File: src/rtl/hiscore_pkg.sv
// Shared definitions for the hiscore ioctl master: FSM state codes, transfer index defaults,
// default config table and the checksum step (CRC-16/CCITT-FALSE when HS_IOCTL_MASTER_CRC_EN is defined).
package hiscore_pkg;

    localparam int HS_CONFIGINDEX_DEF = 3;
    localparam int HS_DUMPINDEX_DEF   = 4;

    localparam logic [3:0] ST_IDLE     = 4'd0;
    localparam logic [3:0] ST_DL_SETUP = 4'd1;
    localparam logic [3:0] ST_DL_WR    = 4'd2;
    localparam logic [3:0] ST_DL_GAP   = 4'd3;
    localparam logic [3:0] ST_DL_END   = 4'd4;
    localparam logic [3:0] ST_UL_SETUP = 4'd5;
    localparam logic [3:0] ST_UL_WAIT  = 4'd6;
    localparam logic [3:0] ST_UL_CAP   = 4'd7;
    localparam logic [3:0] ST_UL_END   = 4'd8;

    // Byte 0 sits in bits [7:0]: 00 00 43 0B 0F 10 01 00, repeated twice.
    localparam logic [127:0] HS_CFG_DEFAULT = 128'h0001100F0B430000_0001100F0B430000;

`ifdef HS_IOCTL_MASTER_CRC_EN
    localparam logic [15:0] HS_CRC_POLY = 16'h1021;
    localparam logic [15:0] HS_CRC_INIT = 16'hFFFF;
    localparam logic [15:0] HS_ACC_INIT = HS_CRC_INIT;
`else
    localparam logic [15:0] HS_ACC_INIT = 16'h0000;
`endif

    function automatic logic [15:0] hs_csum_step(input logic [15:0] acc, input logic [7:0] data);
        logic [15:0] crc;
`ifdef HS_IOCTL_MASTER_CRC_EN
        crc = acc ^ {data, 8'h00};
        for (int i = 0; i < 8; i++) begin
            crc = crc[15] ? ((crc << 1) ^ HS_CRC_POLY) : (crc << 1);
        end
`else
        crc = acc + {8'h00, data};
`endif
        return crc;
    endfunction

endpackage

File: src/rtl/hs_cfg_rom.sv
// Single-port synchronous config ROM, one-cycle read latency; contents compiled in through CFG_TABLE.
module hs_cfg_rom
    import hiscore_pkg::*;
#(
    parameter int                     CFG_BYTES = 16,
    parameter int                     AW        = $clog2(CFG_BYTES),
    parameter logic [8*CFG_BYTES-1:0] CFG_TABLE = HS_CFG_DEFAULT
) (
    input  logic          clk,
    input  logic          reset,
    input  logic [AW-1:0] addr,
    output logic [7:0]    q
);

    // NOTE: the table itself is constant and needs no reset; only the output register is
    // cleared so the byte presented to the slave is 0 straight out of reset.
    always_ff @(posedge clk) begin
        if (reset) begin
            q <= 8'h00;
        end else begin
            q <= CFG_TABLE[{addr, 3'b000} +: 8];
        end
    end

endmodule

File: src/rtl/hiscore_ioctl_master.sv
// ioctl initiator for the hiscore block: replays the config table as a download and checksums
// an upload of the score dump. Build option HS_IOCTL_MASTER_CRC_EN selects CRC-16 instead of a byte sum.
module hiscore_ioctl_master
    import hiscore_pkg::*;
#(
    parameter int                     HS_CONFIGINDEX = HS_CONFIGINDEX_DEF,
    parameter int                     HS_DUMPINDEX   = HS_DUMPINDEX_DEF,
    parameter int                     CFG_BYTES      = 16,
    parameter int                     DUMP_BYTES     = 64,
    parameter int                     WR_GAP         = 4,
    parameter int                     RD_LAT         = 4,
    parameter logic [8*CFG_BYTES-1:0] CFG_TABLE      = HS_CFG_DEFAULT
) (
    input  logic        clk,
    input  logic        reset,
    input  logic        start_cfg,
    input  logic        start_upload,
    output logic        ioctl_download,
    output logic        ioctl_upload,
    output logic        ioctl_wr,
    output logic [24:0] ioctl_addr,
    output logic [7:0]  ioctl_dout,
    input  logic [7:0]  ioctl_din,
    output logic [7:0]  ioctl_index,
    output logic        busy,
    output logic        done,
    output logic [15:0] checksum,
    output logic        changed
);

    localparam int          AW        = $clog2(CFG_BYTES);
    localparam logic [24:0] CFG_LAST  = 25'(CFG_BYTES - 1);
    localparam logic [24:0] DUMP_LAST = 25'(DUMP_BYTES - 1);
    localparam logic [15:0] GAP_LOAD  = 16'(WR_GAP - 1);
    localparam logic [15:0] LAT_LOAD  = 16'(RD_LAT - 1);
    localparam logic [15:0] END_LOAD  = 16'd1;

    logic [3:0]  state;
    logic [15:0] cnt;
    logic [15:0] acc;
    logic [15:0] acc_next;
    logic        pend_cfg;
    logic        pend_up;
    logic        have_prev;

    // The ROM follows ioctl_addr directly; the address advances on the first gap cycle,
    // so the next byte is ready well before the following write strobe.
    hs_cfg_rom #(
        .CFG_BYTES (CFG_BYTES),
        .AW        (AW),
        .CFG_TABLE (CFG_TABLE)
    ) u_rom (
        .clk   (clk),
        .reset (reset),
        .addr  (ioctl_addr[AW-1:0]),
        .q     (ioctl_dout)
    );

    assign acc_next = hs_csum_step(acc, ioctl_din);
    assign busy     = (state != ST_IDLE);

    // NOTE: every register here uses non-blocking assignment so all updates in one edge see
    // the same pre-edge values; blocking assignment would make order of statements matter.
    always_ff @(posedge clk) begin
        if (reset) begin
            state          <= ST_IDLE;
            cnt            <= '0;
            acc            <= '0;
            pend_cfg       <= 1'b0;
            pend_up        <= 1'b0;
            have_prev      <= 1'b0;
            ioctl_download <= 1'b0;
            ioctl_upload   <= 1'b0;
            ioctl_wr       <= 1'b0;
            ioctl_addr     <= '0;
            ioctl_index    <= '0;
            done           <= 1'b0;
            checksum       <= '0;
            changed        <= 1'b0;
        end else begin
            done     <= 1'b0;
            ioctl_wr <= 1'b0;
            pend_cfg <= pend_cfg | start_cfg;
            pend_up  <= pend_up | start_upload;

            case (state)
                ST_IDLE: begin
                    if (pend_cfg) begin
                        state          <= ST_DL_SETUP;
                        pend_cfg       <= start_cfg;
                        ioctl_download <= 1'b1;
                        ioctl_index    <= 8'(HS_CONFIGINDEX);
                        ioctl_addr     <= '0;
                    end else if (pend_up) begin
                        state        <= ST_UL_SETUP;
                        pend_up      <= start_upload;
                        ioctl_upload <= 1'b1;
                        ioctl_index  <= 8'(HS_DUMPINDEX);
                        ioctl_addr   <= '0;
                        acc          <= HS_ACC_INIT;
                        changed      <= 1'b0;
                    end
                end

                ST_DL_SETUP: begin
                    state    <= ST_DL_WR;
                    ioctl_wr <= 1'b1;
                end

                ST_DL_WR: begin
                    if (ioctl_addr == CFG_LAST) begin
                        state          <= ST_DL_END;
                        ioctl_download <= 1'b0;
                        cnt            <= END_LOAD;
                    end else begin
                        state      <= ST_DL_GAP;
                        ioctl_addr <= ioctl_addr + 25'd1;
                        cnt        <= GAP_LOAD;
                    end
                end

                ST_DL_GAP: begin
                    if (cnt == '0) begin
                        state    <= ST_DL_WR;
                        ioctl_wr <= 1'b1;
                    end else begin
                        cnt <= cnt - 16'd1;
                    end
                end

                ST_UL_SETUP: begin
                    state <= ST_UL_WAIT;
                    cnt   <= LAT_LOAD;
                end

                ST_UL_WAIT: begin
                    if (cnt == '0) begin
                        state <= ST_UL_CAP;
                    end else begin
                        cnt <= cnt - 16'd1;
                    end
                end

                ST_UL_CAP: begin
                    acc <= acc_next;
                    if (ioctl_addr == DUMP_LAST) begin
                        // checksum doubles as the stored value compared against by the next upload
                        state        <= ST_UL_END;
                        ioctl_upload <= 1'b0;
                        checksum     <= acc_next;
                        changed      <= !have_prev || (acc_next != checksum);
                        have_prev    <= 1'b1;
                        cnt          <= END_LOAD;
                    end else begin
                        state      <= ST_UL_WAIT;
                        ioctl_addr <= ioctl_addr + 25'd1;
                        cnt        <= LAT_LOAD;
                    end
                end

                // Two quiet cycles let the slave see the window fall with a stable index.
                ST_DL_END, ST_UL_END: begin
                    if (cnt == '0) begin
                        state <= ST_IDLE;
                        done  <= 1'b1;
                    end else begin
                        cnt <= cnt - 16'd1;
                    end
                end

                default: begin
                    state          <= ST_IDLE;
                    ioctl_download <= 1'b0;
                    ioctl_upload   <= 1'b0;
                end
            endcase
        end
    end

endmodule

File: config.mk
export PLATFORM = sky130hd
export DESIGN_NAME = hiscore_ioctl_master
export DESIGN_NICKNAME = d
export VERILOG_FILES = /design/src/rtl/hiscore_pkg.sv /design/src/rtl/hs_cfg_rom.sv /design/src/rtl/hiscore_ioctl_master.sv
export SDC_FILE = /design/constraint.sdc
export NUM_CORES = 1
export LEC_CHECK = 0
export CORE_MARGIN = 5
export CORE_UTILIZATION = 59
export CTS_CLUSTER_DIAMETER = 60
export DETAILED_ROUTE_END_ITERATION = 10
export GPL_TIMING_DRIVEN = 1
export PLACE_DENSITY = 0.85
export SLEW_MARGIN = 30
export SYNTH_ARGS = -nofsm -noshare
export SYNTH_HDL_FRONTEND = slang
export SYNTH_SLANG_ARGS = --single-unit
export TNS_END_PERCENT = 30
File: constraint.sdc
create_clock -name clk -period 5.3 [get_ports clk]
set_input_delay 1.59 -clock clk [delete_from_list [all_inputs] [get_ports clk]]
set_output_delay 1.59 -clock clk [all_outputs]
set_load 0.02 [all_outputs]
==> tab_implementation.tex, run 1 <==
\begin{tabular}{lr}
\hline
Metric & Value \\
\hline
\multicolumn{2}{l}{\textbf{Timing}} \\
Post-route clock period utilization & 79.4\% \\
Total setup violations reported at the end of the flow & 0 \\
Sum Neg Setup Slack & 0 ns \\
Pins over their slew limit & 0 \\
Fin worst setup slack & 1.09 ns \\
Final hold violations & 0 \\
Final setup skew & 0.0141 ns \\
Worst-case headroom to the max-slew limit & 47.0\% \\
Minimum period implied by the final worst setup slack & 4.21 ns \\
Maximum clock frequency & 238 MHz \\
Worst hold margin & 0.489 ns \\
RSZ-0062 raised after global routing & no \\
Worst-margin pin slew & 0.787 ns \\
\multicolumn{2}{l}{\textbf{Route}} \\
Final ANT Viol Nets & 0 \\
Final wirelength & 12300 um \\
First-iteration detailed-routing DRC count & 289 \\
Iteration count of the initial detailed-routing pass & 5 \\
Post-detailed-route wirelength per cell & 15.6 um \\
DR vias/cell & 5.93 \\
Total number of vias & 4656 \\
Remaining design rule violation count & 0 \\
\multicolumn{2}{l}{\textbf{Setup path}} \\
Classification of the worst setup path & primary input to flop \\
Worst reg-to-reg path cell count & 6 \\
Crit path max fanout & 3 \\
Setup crit start kind & primary input \\
Data arrival time of the critical path & 4.45 ns \\
Capturing point of the worst reg2reg path & ioctl\_addr[21] \\
Nature of the critical path endpoint & flop \\
Setup slack on the worst flop-to-flop path & 2.03 ns \\
Critical Path Source & ioctl\_din[0] \\
Worst endpoint required time & 5.54 ns \\
Crit path to & changed \\
R2R Path Start & state[0] \\
\multicolumn{2}{l}{\textbf{CTS}} \\
Number of buffers added by the clock tree synthesis step & 9 \\
Clock latency on the worst-skew pair & 0.36 ns \\
Number of H-tree levels & 3 \\
Buffer type at the clock tree root & sky130\_fd\_sc\_hd\_\_clkbuf\_8 \\
CTS resizes & 0 \\
Number of buffers on the longest clock path & 2 \\
Clock Pin Slew Worst Setup and Hold Paths & 0.09 ns \\
Clock sinks & 93 \\
Post-CTS setup buffer count & 0 \\
TritonCTS clock tree & done \\
Hold buffer count at CTS & 0 \\
\multicolumn{2}{l}{\textbf{Global route}} \\
Global route hottest layer & met2 \\
Number of global-route vias before repair & 4209 \\
Global route overflow & 0 \\
Total routing usage reported by global routing & 23.2\% \\
Maximum number of pins on one net before global-route repair & 40 \\
Met1 usage & 30.2\% \\
Global-route track usage on met3 & 4.19\% \\
First-pass GRT wire length & 19800 um \\
Antenna violations before repair & 0 \\
GR Layer Usage met2 & 38.3\% \\
\multicolumn{2}{l}{\textbf{Floorplanning}} \\
Ports & 75 \\
Initial Utilization & 60.9\% \\
Core area & 8300 um\^{}2 \\
Die Outline Area & 10500 um\^{}2 \\
Die Y & 103 um \\
Die span in x & 103 um \\
Number of rows created at floorplan & 33 \\
\multicolumn{2}{l}{\textbf{Cells and area}} \\
Share of post-route cells with drive strength above 1 & 6.18\% \\
Antenna diode instance count & 0 \\
Area growth from synthesis to layout & 17.4\% \\
Net count, final & 699 \\
\multicolumn{2}{l}{\textbf{Placement}} \\
RD Place Congestion & 0.900 \\
Worst setup slack before clock tree synthesis & 0.709 ns \\
Detail Placement HPWL & 8730 um \\
Port bufs & 67 \\
\multicolumn{2}{l}{\textbf{Power}} \\
Fraction of power consumed by combinational cells & 37.7\% \\
Relative contribution of sequential cells to total power & 38.7\% \\
Sw frac & 37.8\% \\
IR Drop Worst-Case VDD & 477 uV \\
Total net switching power & 867 uW \\
LEAKAGE & 2.07 nW \\
Clock Power Share & 23.7\% \\
P per Cell Area & 386 nW/um\^{}2 \\
Int Pwr & 1.43 mW \\
\multicolumn{2}{l}{\textbf{Synth}} \\
Syn. warnings & 0 \\
Most instantiated flip-flop cell in the synthesis netlist & sky130\_fd\_sc\_hd\_\_dfxtp\_1 \\
Sequential cell area fraction in the yosys report & 36.8\% \\
Post-synth EDFFs & 0 \\
FF+latch count, synth & 93 \\
Synth Area per Inst & 7.99 um\^{}2 \\
Post-Syn Instances & 632 \\
Summed instance area of the synthesized netlist & 5050 um\^{}2 \\
Share of flip-flops with an asynchronous set or reset after synthesis & 0\% \\
Post-synthesis cell type count & 67 \\
\multicolumn{2}{l}{\textbf{Status}} \\
Run status & completed \\
\multicolumn{2}{l}{\textbf{Min path}} \\
Worst min-delay path category & flop to flop \\
\multicolumn{2}{l}{\textbf{Flow run}} \\
Number of maximum-capacitance constraint violations & 0 \\
\hline
\end{tabular}
power groups by stage:
stage               logic (mW)  clock network, mW  registers (mW)
floorplan                0.691                  0           0.868
global placement         0.829                  0           0.894
detailed placement       0.858                  0           0.900
CTS                      0.866              0.548           0.884
global route             0.956              0.583           0.901
finish                   0.863              0.542           0.887
cell families (layout without fill, tap and decap cells):
family / Yosys count / in the layout / share of synthesized area, %
AOI/OAI and AO/OA: 148 / 148 / 18.6
other: 1 / 7 / 0.0742
buffers and inverters: 63 / 105 / 5.47
xor gates and xnor gates: 50 / 50 / 8.94
and+or+nand+nor: 263 / 263 / 26.5
muxes: 2 / 2 / 0.396
adders and majority gates: 12 / 12 / 3.12
DFF: 93 / 93 / 36.9
worst min path at each step:
| stage | startpoint | to | slack (ns) | cells after the start |
|---|---|---|---|---|
| 3_5_place_dp | have_prev | have_prev | 0.47 | 2 |
| 5_1_grt | cnt[15] | cnt[15] | 0.52 | 1 |
| 3_3_place_gp | cnt[15] | cnt[15] | 0.46 | 1 |
| 2_1_floorplan | have_prev | have_prev | 0.44 | 2 |
| 4_1_cts | checksum[0] | checksum[0] | 0.50 | 2 |
| 6_report | checksum[0] | checksum[0] | 0.49 | 2 |
sequential cells by signal, summed over array words and instances (netlist names), 2 cells and up:
register and cells:
cnt 16, u_rom.q 6, acc 16, checksum 16
ioctl_index 2, state 4, ioctl_addr 25
cell usage after synthesis, drive strengths merged, types with 4 or more instances:
cell type | number | area, um^2
or4 | 5 | 37.5
nand2b | 8 | 50.1
o21ai | 24 | 120
and3 | 8 | 50.1
nor2b | 9 | 58.8
a21o | 8 | 60.1
nor3 | 14 | 85.1
a211oi | 13 | 97.6
o22ai | 4 | 25.0
a21oi | 56 | 280
and2 | 5 | 31.3
dfxtp | 93 | 1860
nor4 | 13 | 109
or3 | 16 | 123
nand4 | 6 | 37.5
a22oi | 7 | 52.6
o211ai | 7 | 52.6
nor2 | 97 | 364
buf | 17 | 104
ha | 11 | 138
inv | 19 | 71.3
xnor2 | 31 | 272
xor2 | 18 | 158
clkbuf | 27 | 101
nand2 | 52 | 195
nand3 | 15 | 80.1
stage by stage:
step | util (%) | power, mW | cell area [um^2] | instances
6_report | 71.5 | 2.29 | 5930 | 785
4_1_cts | 71.5 | 2.30 | 5930 | 785
3_5_place_dp | 68.7 | 1.76 | 5700 | 769
5_1_grt | 71.5 | 2.44 | 5930 | 785
3_3_place_gp | 68.7 | 1.72 | 5700 | 769
2_1_floorplan | - | 1.56 | 5070 | 638
routing by layer:
| metal | vias up | share of wire, % |
|---|---|---|
| li1 | 2293 | - |
| met5 | - | 0 |
| met1 | 2190 | 42 |
| met3 | 25 | 5.4 |
| met2 | 148 | 50 |
| met4 | 0 | 2.4 |
worst max-delay path, cell delays in order:
cell and delay (ns):
sky130_fd_sc_hd__clkdlybuf4s50_1 0.46, sky130_fd_sc_hd__ha_1 0.20, sky130_fd_sc_hd__inv_1 0.08, sky130_fd_sc_hd__fa_1 0.54
sky130_fd_sc_hd__xor2_1 0.16, sky130_fd_sc_hd__nand3_1 0.10, sky130_fd_sc_hd__a2111oi_0 0.35, sky130_fd_sc_hd__nand2_1 0.09
sky130_fd_sc_hd__a2111oi_0 0.34, sky130_fd_sc_hd__o2111ai_1 0.17, sky130_fd_sc_hd__nor4bb_1 0.28, sky130_fd_sc_hd__a21oi_1 0.09
layout make-up:
type                       count  area (um^2)
clock buffer                  10          138
clock inverter                 6         92.6
fill                         674         2370
inverter                      19         71.3
multi-input combinational    482         2950
sequential                    93         1860
tap                          105          131
timing repair buffer          70          688
cells in the final DEF (no fill, tap or decap), types with 8 or more instances in the layout:
master,netlist,layout
sky130_fd_sc_hd__nor2_1,97,96
sky130_fd_sc_hd__dfxtp_1,93,93
sky130_fd_sc_hd__clkdlybuf4s50_1,0,66
sky130_fd_sc_hd__a21oi_1,56,56
sky130_fd_sc_hd__nand2_1,52,52
sky130_fd_sc_hd__xnor2_1,31,31
sky130_fd_sc_hd__o21ai_0,24,24
sky130_fd_sc_hd__inv_1,19,19
sky130_fd_sc_hd__xor2_1,18,18
sky130_fd_sc_hd__nand3_1,14,14
sky130_fd_sc_hd__a211oi_1,13,13
sky130_fd_sc_hd__nor3_1,11,11
sky130_fd_sc_hd__ha_1,11,11
sky130_fd_sc_hd__nor4_1,10,10
sky130_fd_sc_hd__or3_1,10,10
sky130_fd_sc_hd__clkbuf_8,0,10
sky130_fd_sc_hd__nor2b_1,8,8
sky130_fd_sc_hd__and3_1,8,8
sky130_fd_sc_hd__a21o_1,8,8
sky130_fd_sc_hd__nand2b_1,8,8
Power figures use the tool's default switching activity.
==> run 2, diff against run 1 <==
--- a/config.mk
+++ b/config.mk
@@ -6,11 +6,11 @@
 export NUM_CORES = 1
 export LEC_CHECK = 0
 export CORE_MARGIN = 5
-export CORE_UTILIZATION = 59
+export CORE_UTILIZATION = 55
 export CTS_CLUSTER_DIAMETER = 60
 export DETAILED_ROUTE_END_ITERATION = 10
 export GPL_TIMING_DRIVEN = 1
-export PLACE_DENSITY = 0.85
+export PLACE_DENSITY = 0.8
 export SLEW_MARGIN = 30
 export SYNTH_ARGS = -nofsm -noshare
 export SYNTH_HDL_FRONTEND = slang
==> constraint.sdc (replaced) <==
create_clock -name clk -period 4.15 [get_ports clk]
set_input_delay 1.245 -clock clk [delete_from_list [all_inputs] [get_ports clk]]
set_output_delay 1.245 -clock clk [all_outputs]
set_load 0.02 [all_outputs]
==> tab_implementation.tex, run 2 (synthesized netlist as in run 1, its figures left out) <==
\begin{tabular}{lr}
\hline
Metric & Value \\
\hline
\multicolumn{2}{l}{\textbf{Floorplanning}} \\
Initial Utilization & 55.5\% \\
Die Y & 106 um \\
Die Outline Area & 11200 um\^{}2 \\
Ports & 75 \\
Core area & 9110 um\^{}2 \\
Die span in x & 106 um \\
Number of rows created at floorplan & 35 \\
\multicolumn{2}{l}{\textbf{Route}} \\
DR vias/cell & 5.79 \\
Final ANT Viol Nets & 0 \\
Post-detailed-route wirelength per cell & 15.0 um \\
First-iteration detailed-routing DRC count & 263 \\
Iteration count of the initial detailed-routing pass & 6 \\
Final wirelength & 12000 um \\
Total number of vias & 4647 \\
Remaining design rule violation count & 0 \\
\multicolumn{2}{l}{\textbf{Global route}} \\
Number of global-route vias before repair & 4380 \\
Global route overflow & 0 \\
First-pass GRT wire length & 20200 um \\
Global-route track usage on met3 & 3.37\% \\
Maximum number of pins on one net before global-route repair & 39 \\
Met1 usage & 26.5\% \\
Total routing usage reported by global routing & 21.6\% \\
Antenna violations before repair & 0 \\
Global route hottest layer & met2 \\
GR Layer Usage met2 & 37.6\% \\
\multicolumn{2}{l}{\textbf{Cells and area}} \\
Flip-flop count of the largest register, all copies and words added & 25 \\
Final cell area excluding filler cells & 6010 um\^{}2 \\
Share of post-route cells with drive strength above 1 & 7.53\% \\
Largest reg by FF count & ioctl\_addr \\
Fraction of the core area covered by cells at the end of the flow & 65.9\% \\
Antenna diode instance count & 0 \\
Leading cell type in the layout, fill and taps excluded & sky130\_fd\_sc\_hd\_\_nor2\_1 \\
Net count, final & 710 \\
Fin cells & 802 \\
Area growth from synthesis to layout & 18.9\% \\
Commonest cells after routing, fill and taps aside & sky130\_fd\_sc\_hd\_\_nor2\_1, sky130\_fd\_sc\_hd\_\_dfxtp\_1, sky130\_fd\_sc\_hd\_\_clkdlybuf4s50\_1, sky130\_fd\_sc\_hd\_\_a21oi\_1, sky130\_fd\_sc\_hd\_\_nand2\_1 \\
\multicolumn{2}{l}{\textbf{CTS}} \\
Clock latency on the worst-skew pair & 0.36 ns \\
Number of buffers added by the clock tree synthesis step & 9 \\
TritonCTS clock tree & done \\
Post-CTS setup buffer count & 0 \\
Clock sinks & 93 \\
Hold buffer count at CTS & 0 \\
Clock Pin Slew Worst Setup and Hold Paths & 0.09 ns \\
CTS resizes & 0 \\
Buffer type at the clock tree root & sky130\_fd\_sc\_hd\_\_clkbuf\_8 \\
Number of H-tree levels & 3 \\
Number of buffers on the longest clock path & 2 \\
\multicolumn{2}{l}{\textbf{Placement}} \\
RD Place Congestion & 0.878 \\
Detail Placement HPWL & 8490 um \\
Port bufs & 67 \\
Cell Area, Placed & 5790 um\^{}2 \\
Placed cell count & 786 \\
\multicolumn{2}{l}{\textbf{Flow run}} \\
Number of maximum-capacitance constraint violations & 0 \\
\multicolumn{2}{l}{\textbf{Setup path}} \\
Crit path max fanout & 2 \\
R2R Path Start & ioctl\_addr[1] \\
Data arrival time of the critical path & 4.14 ns \\
Setup crit start kind & primary input \\
Nature of the critical path endpoint & flop \\
Critical Path Source & ioctl\_din[0] \\
Worst endpoint required time & 4.39 ns \\
Classification of the worst setup path & primary input to flop \\
\multicolumn{2}{l}{\textbf{Timing}} \\
Total setup violations reported at the end of the flow & 0 \\
Final hold violations & 0 \\
Worst-case headroom to the max-slew limit & 52.5\% \\
RSZ-0062 raised after global routing & no \\
Pins over their slew limit & 0 \\
Post-route clock period utilization & 93.9\% \\
Maximum clock frequency & 257 MHz \\
Worst-margin pin slew & 0.706 ns \\
Final setup skew & 0.00859 ns \\
Minimum period implied by the final worst setup slack & 3.90 ns \\
\multicolumn{2}{l}{\textbf{Power}} \\
Post-layout total power & 2.89 mW \\
LEAKAGE & 2.12 nW \\
P per Cell Area & 482 nW/um\^{}2 \\
IR Drop Worst-Case VDD & 314 uV \\
\multicolumn{2}{l}{\textbf{Status}} \\
Run status & completed \\
\multicolumn{2}{l}{\textbf{Min path}} \\
Worst min-delay path category & flop to flop \\
Critical hold path startpoint & cnt[15] \\
\hline
\end{tabular}
==> run 2: final timing paths <==
check | to | slack, ns | depth (start not counted)
min reg2reg | cnt[15] | 0.49 | 1
max | changed | 0.25 | 12
max reg2reg | ioctl_addr[15] | 1.21 | 9
min | cnt[15] | 0.49 | 1
==> run 2: final cells by class <==
cell class / count / area (um^2)
timing repair buffer: 81 / 771
clock inverter: 5 / 65.1
multi-input combinational: 482 / 2950
tap: 111 / 139
inverter: 19 / 71.3
clock buffer: 11 / 151
fill: 759 / 3100
sequential: 93 / 1860
==> run 2: where the power goes <==
part / switching [mW] / internal [mW] / leakage [nW]
sequential: 0.135 / 0.993 / 0.753
combinational: 0.636 / 0.473 / 1.26
clock: 0.337 / 0.319 / 0.111
==> run 2: metrics by stage <==
step	hold WS (ns)	setup WS (ns)	TNS [ns]
2_1_floorplan	0.440	0.622	0
3_3_place_gp	0.461	-0.0406	-0.0406
3_5_place_dp	0.474	-0.0516	-0.0516
4_1_cts	0.488	0.253	0
5_1_grt	0.515	0.0154	0
6_report	0.487	0.255	0
==> run 2: critical path, stage by stage <==
cell and delay, ns:
sky130_fd_sc_hd__clkdlybuf4s50_1 0.46, sky130_fd_sc_hd__ha_1 0.17, sky130_fd_sc_hd__inv_1 0.06, sky130_fd_sc_hd__fa_1 0.53, sky130_fd_sc_hd__xor2_1 0.16, sky130_fd_sc_hd__nand3_1 0.10, sky130_fd_sc_hd__a2111oi_0 0.40, sky130_fd_sc_hd__nand2_1 0.12
sky130_fd_sc_hd__a2111oi_1 0.34, sky130_fd_sc_hd__o2111ai_1 0.18, sky130_fd_sc_hd__nor4bb_1 0.28, sky130_fd_sc_hd__a21oi_1 0.10
==> run 2: layer usage <==
metal / vias to the layer above / part of all wire [%]
met5: - / 0
met4: 0 / 2.5
met3: 28 / 4.5
met2: 129 / 50
met1: 2178 / 43
li1: 2312 / -
==> run 3, diff against run 2 <==
--- a/config.mk
+++ b/config.mk
@@ -5,7 +5,8 @@
 export SDC_FILE = /design/constraint.sdc
 export NUM_CORES = 1
 export LEC_CHECK = 0
-export CORE_MARGIN = 5
+export CAP_MARGIN = 10
+export CORE_MARGIN = 8
 export CORE_UTILIZATION = 55
 export CTS_CLUSTER_DIAMETER = 60
 export DETAILED_ROUTE_END_ITERATION = 10
==> tab_implementation.tex, run 3 (synthesized netlist as in run 1, its figures left out) <==
\begin{tabular}{lr}
\hline
Metric & Value \\
\hline
\multicolumn{2}{l}{\textbf{Setup path}} \\
R2R Path Start & state[0] \\
Worst endpoint required time & 4.40 ns \\
Nature of the critical path endpoint & flop \\
Data arrival time of the critical path & 4.08 ns \\
Crit path max fanout & 2 \\
Setup crit start kind & primary input \\
Classification of the worst setup path & primary input to flop \\
Critical Path Source & ioctl\_din[0] \\
\multicolumn{2}{l}{\textbf{Global route}} \\
Maximum number of pins on one net before global-route repair & 37 \\
Number of global-route vias before repair & 4426 \\
Antenna violations before repair & 0 \\
First-pass GRT wire length & 20700 um \\
Total routing usage reported by global routing & 19.6\% \\
Global route overflow & 0 \\
\multicolumn{2}{l}{\textbf{CTS}} \\
Post-CTS setup buffer count & 0 \\
Clock Pin Slew Worst Setup and Hold Paths & 0.10 ns \\
TritonCTS clock tree & done \\
Number of H-tree levels & 3 \\
Buffer type at the clock tree root & sky130\_fd\_sc\_hd\_\_clkbuf\_8 \\
CTS resizes & 0 \\
Hold buffer count at CTS & 0 \\
Number of buffers on the longest clock path & 2 \\
Number of buffers added by the clock tree synthesis step & 9 \\
Clock sinks & 93 \\
Clock latency on the worst-skew pair & 0.37 ns \\
\multicolumn{2}{l}{\textbf{Route}} \\
DR vias/cell & 5.83 \\
Iteration count of the initial detailed-routing pass & 5 \\
Post-detailed-route wirelength per cell & 15.4 um \\
First-iteration detailed-routing DRC count & 208 \\
Total number of vias & 4666 \\
Final wirelength & 12300 um \\
Final ANT Viol Nets & 0 \\
Remaining design rule violation count & 0 \\
\multicolumn{2}{l}{\textbf{Min path}} \\
Worst min-delay path category & flop to flop \\
Critical hold path startpoint & checksum[0] \\
\multicolumn{2}{l}{\textbf{Cells and area}} \\
Commonest cells after routing, fill and taps aside & sky130\_fd\_sc\_hd\_\_nor2\_1, sky130\_fd\_sc\_hd\_\_dfxtp\_1, sky130\_fd\_sc\_hd\_\_clkdlybuf4s50\_1, sky130\_fd\_sc\_hd\_\_a21oi\_1, sky130\_fd\_sc\_hd\_\_nand2\_1 \\
Fraction of the core area covered by cells at the end of the flow & 65.8\% \\
Fin cells & 801 \\
Share of post-route cells with drive strength above 1 & 7.54\% \\
Antenna diode instance count & 0 \\
Area growth from synthesis to layout & 18.0\% \\
Flip-flop count of the largest register, all copies and words added & 25 \\
Leading cell type in the layout, fill and taps excluded & sky130\_fd\_sc\_hd\_\_nor2\_1 \\
Net count, final & 709 \\
Largest reg by FF count & ioctl\_addr \\
\multicolumn{2}{l}{\textbf{Placement}} \\
Detail Placement HPWL & 8900 um \\
Placed cell count & 785 \\
RD Place Congestion & 0.939 \\
Port bufs & 67 \\
\multicolumn{2}{l}{\textbf{Power}} \\
LEAKAGE & 2.10 nW \\
IR Drop Worst-Case VDD & 307 uV \\
P per Cell Area & 474 nW/um\^{}2 \\
Post-layout total power & 2.83 mW \\
\multicolumn{2}{l}{\textbf{Timing}} \\
Final setup skew & 0.0103 ns \\
Maximum clock frequency & 261 MHz \\
Minimum period implied by the final worst setup slack & 3.84 ns \\
Post-route clock period utilization & 92.5\% \\
Total setup violations reported at the end of the flow & 0 \\
Worst-margin pin slew & 0.859 ns \\
Pins over their slew limit & 0 \\
RSZ-0062 raised after global routing & no \\
Worst-case headroom to the max-slew limit & 42.2\% \\
Final hold violations & 0 \\
Worst hold margin & 0.488 ns \\
Sum Neg Setup Slack & 0 ns \\
\multicolumn{2}{l}{\textbf{Floorplanning}} \\
Die Outline Area & 12500 um\^{}2 \\
Core area & 9060 um\^{}2 \\
Die Y & 112 um \\
Ports & 75 \\
Initial Utilization & 55.7\% \\
Die span in x & 112 um \\
Number of rows created at floorplan & 35 \\
\multicolumn{2}{l}{\textbf{Status}} \\
Run status & completed \\
\multicolumn{2}{l}{\textbf{Flow run}} \\
Number of maximum-capacitance constraint violations & 0 \\
\hline
\end{tabular}
## run 3: layout make-up
class | instances | area [um^2]
inverters | 19 | 71.3
flip-flops and latches | 93 | 1860
clock inverters | 7 | 55.1
clock buffers | 9 | 124
fillers | 778 | 3100
multi-input cells | 482 | 2950
well taps | 111 | 139
repair buffers | 80 | 763
## run 3: critical path, cell delays in order
cell	delay (ns)
sky130_fd_sc_hd__clkdlybuf4s50_1	0.47
sky130_fd_sc_hd__ha_1	0.17
sky130_fd_sc_hd__inv_1	0.05
sky130_fd_sc_hd__fa_1	0.51
sky130_fd_sc_hd__xor2_1	0.15
sky130_fd_sc_hd__nand3_1	0.08
sky130_fd_sc_hd__a2111oi_0	0.37
sky130_fd_sc_hd__nand2_1	0.10
sky130_fd_sc_hd__a2111oi_0	0.37
sky130_fd_sc_hd__o2111ai_1	0.19
sky130_fd_sc_hd__nor4bb_1	0.28
sky130_fd_sc_hd__a21oi_1	0.10
## run 3: final timing paths
path | to | slack (ns) | cells after the start
max reg2reg | ioctl_addr[21] | 1.23 | 6
min | checksum[0] | 0.49 | 2
min reg2reg | checksum[0] | 0.49 | 2
max | changed | 0.31 | 12
## run 3: report_power, final
group / switching [mW] / leakage (nW) / internal (mW) / total [mW]
Sequential: 0.137 / 0.753 / 0.993 / 1.13
Clock: 0.353 / 0.0923 / 0.227 / 0.579
Combinational: 0.643 / 1.26 / 0.473 / 1.12
## run 3: through the flow
step | cell area, um^2 | worst slack (ns)
floorplan | 5070 | 0.622
global placement | 5780 | -0.0604
detailed placement | 5780 | -0.0250
CTS | 5960 | 0.366
global route | 5960 | 0.0224
finish | 5960 | 0.311
## run 3: metal layers
metal  up-vias  wire [um]  GRT usage [%]
li1       2311          -              -
met1      2202       5310           23.0
met2       131       6110           34.3
met3        22        643           3.46
met4         0        257           8.75
met5         -          0              0
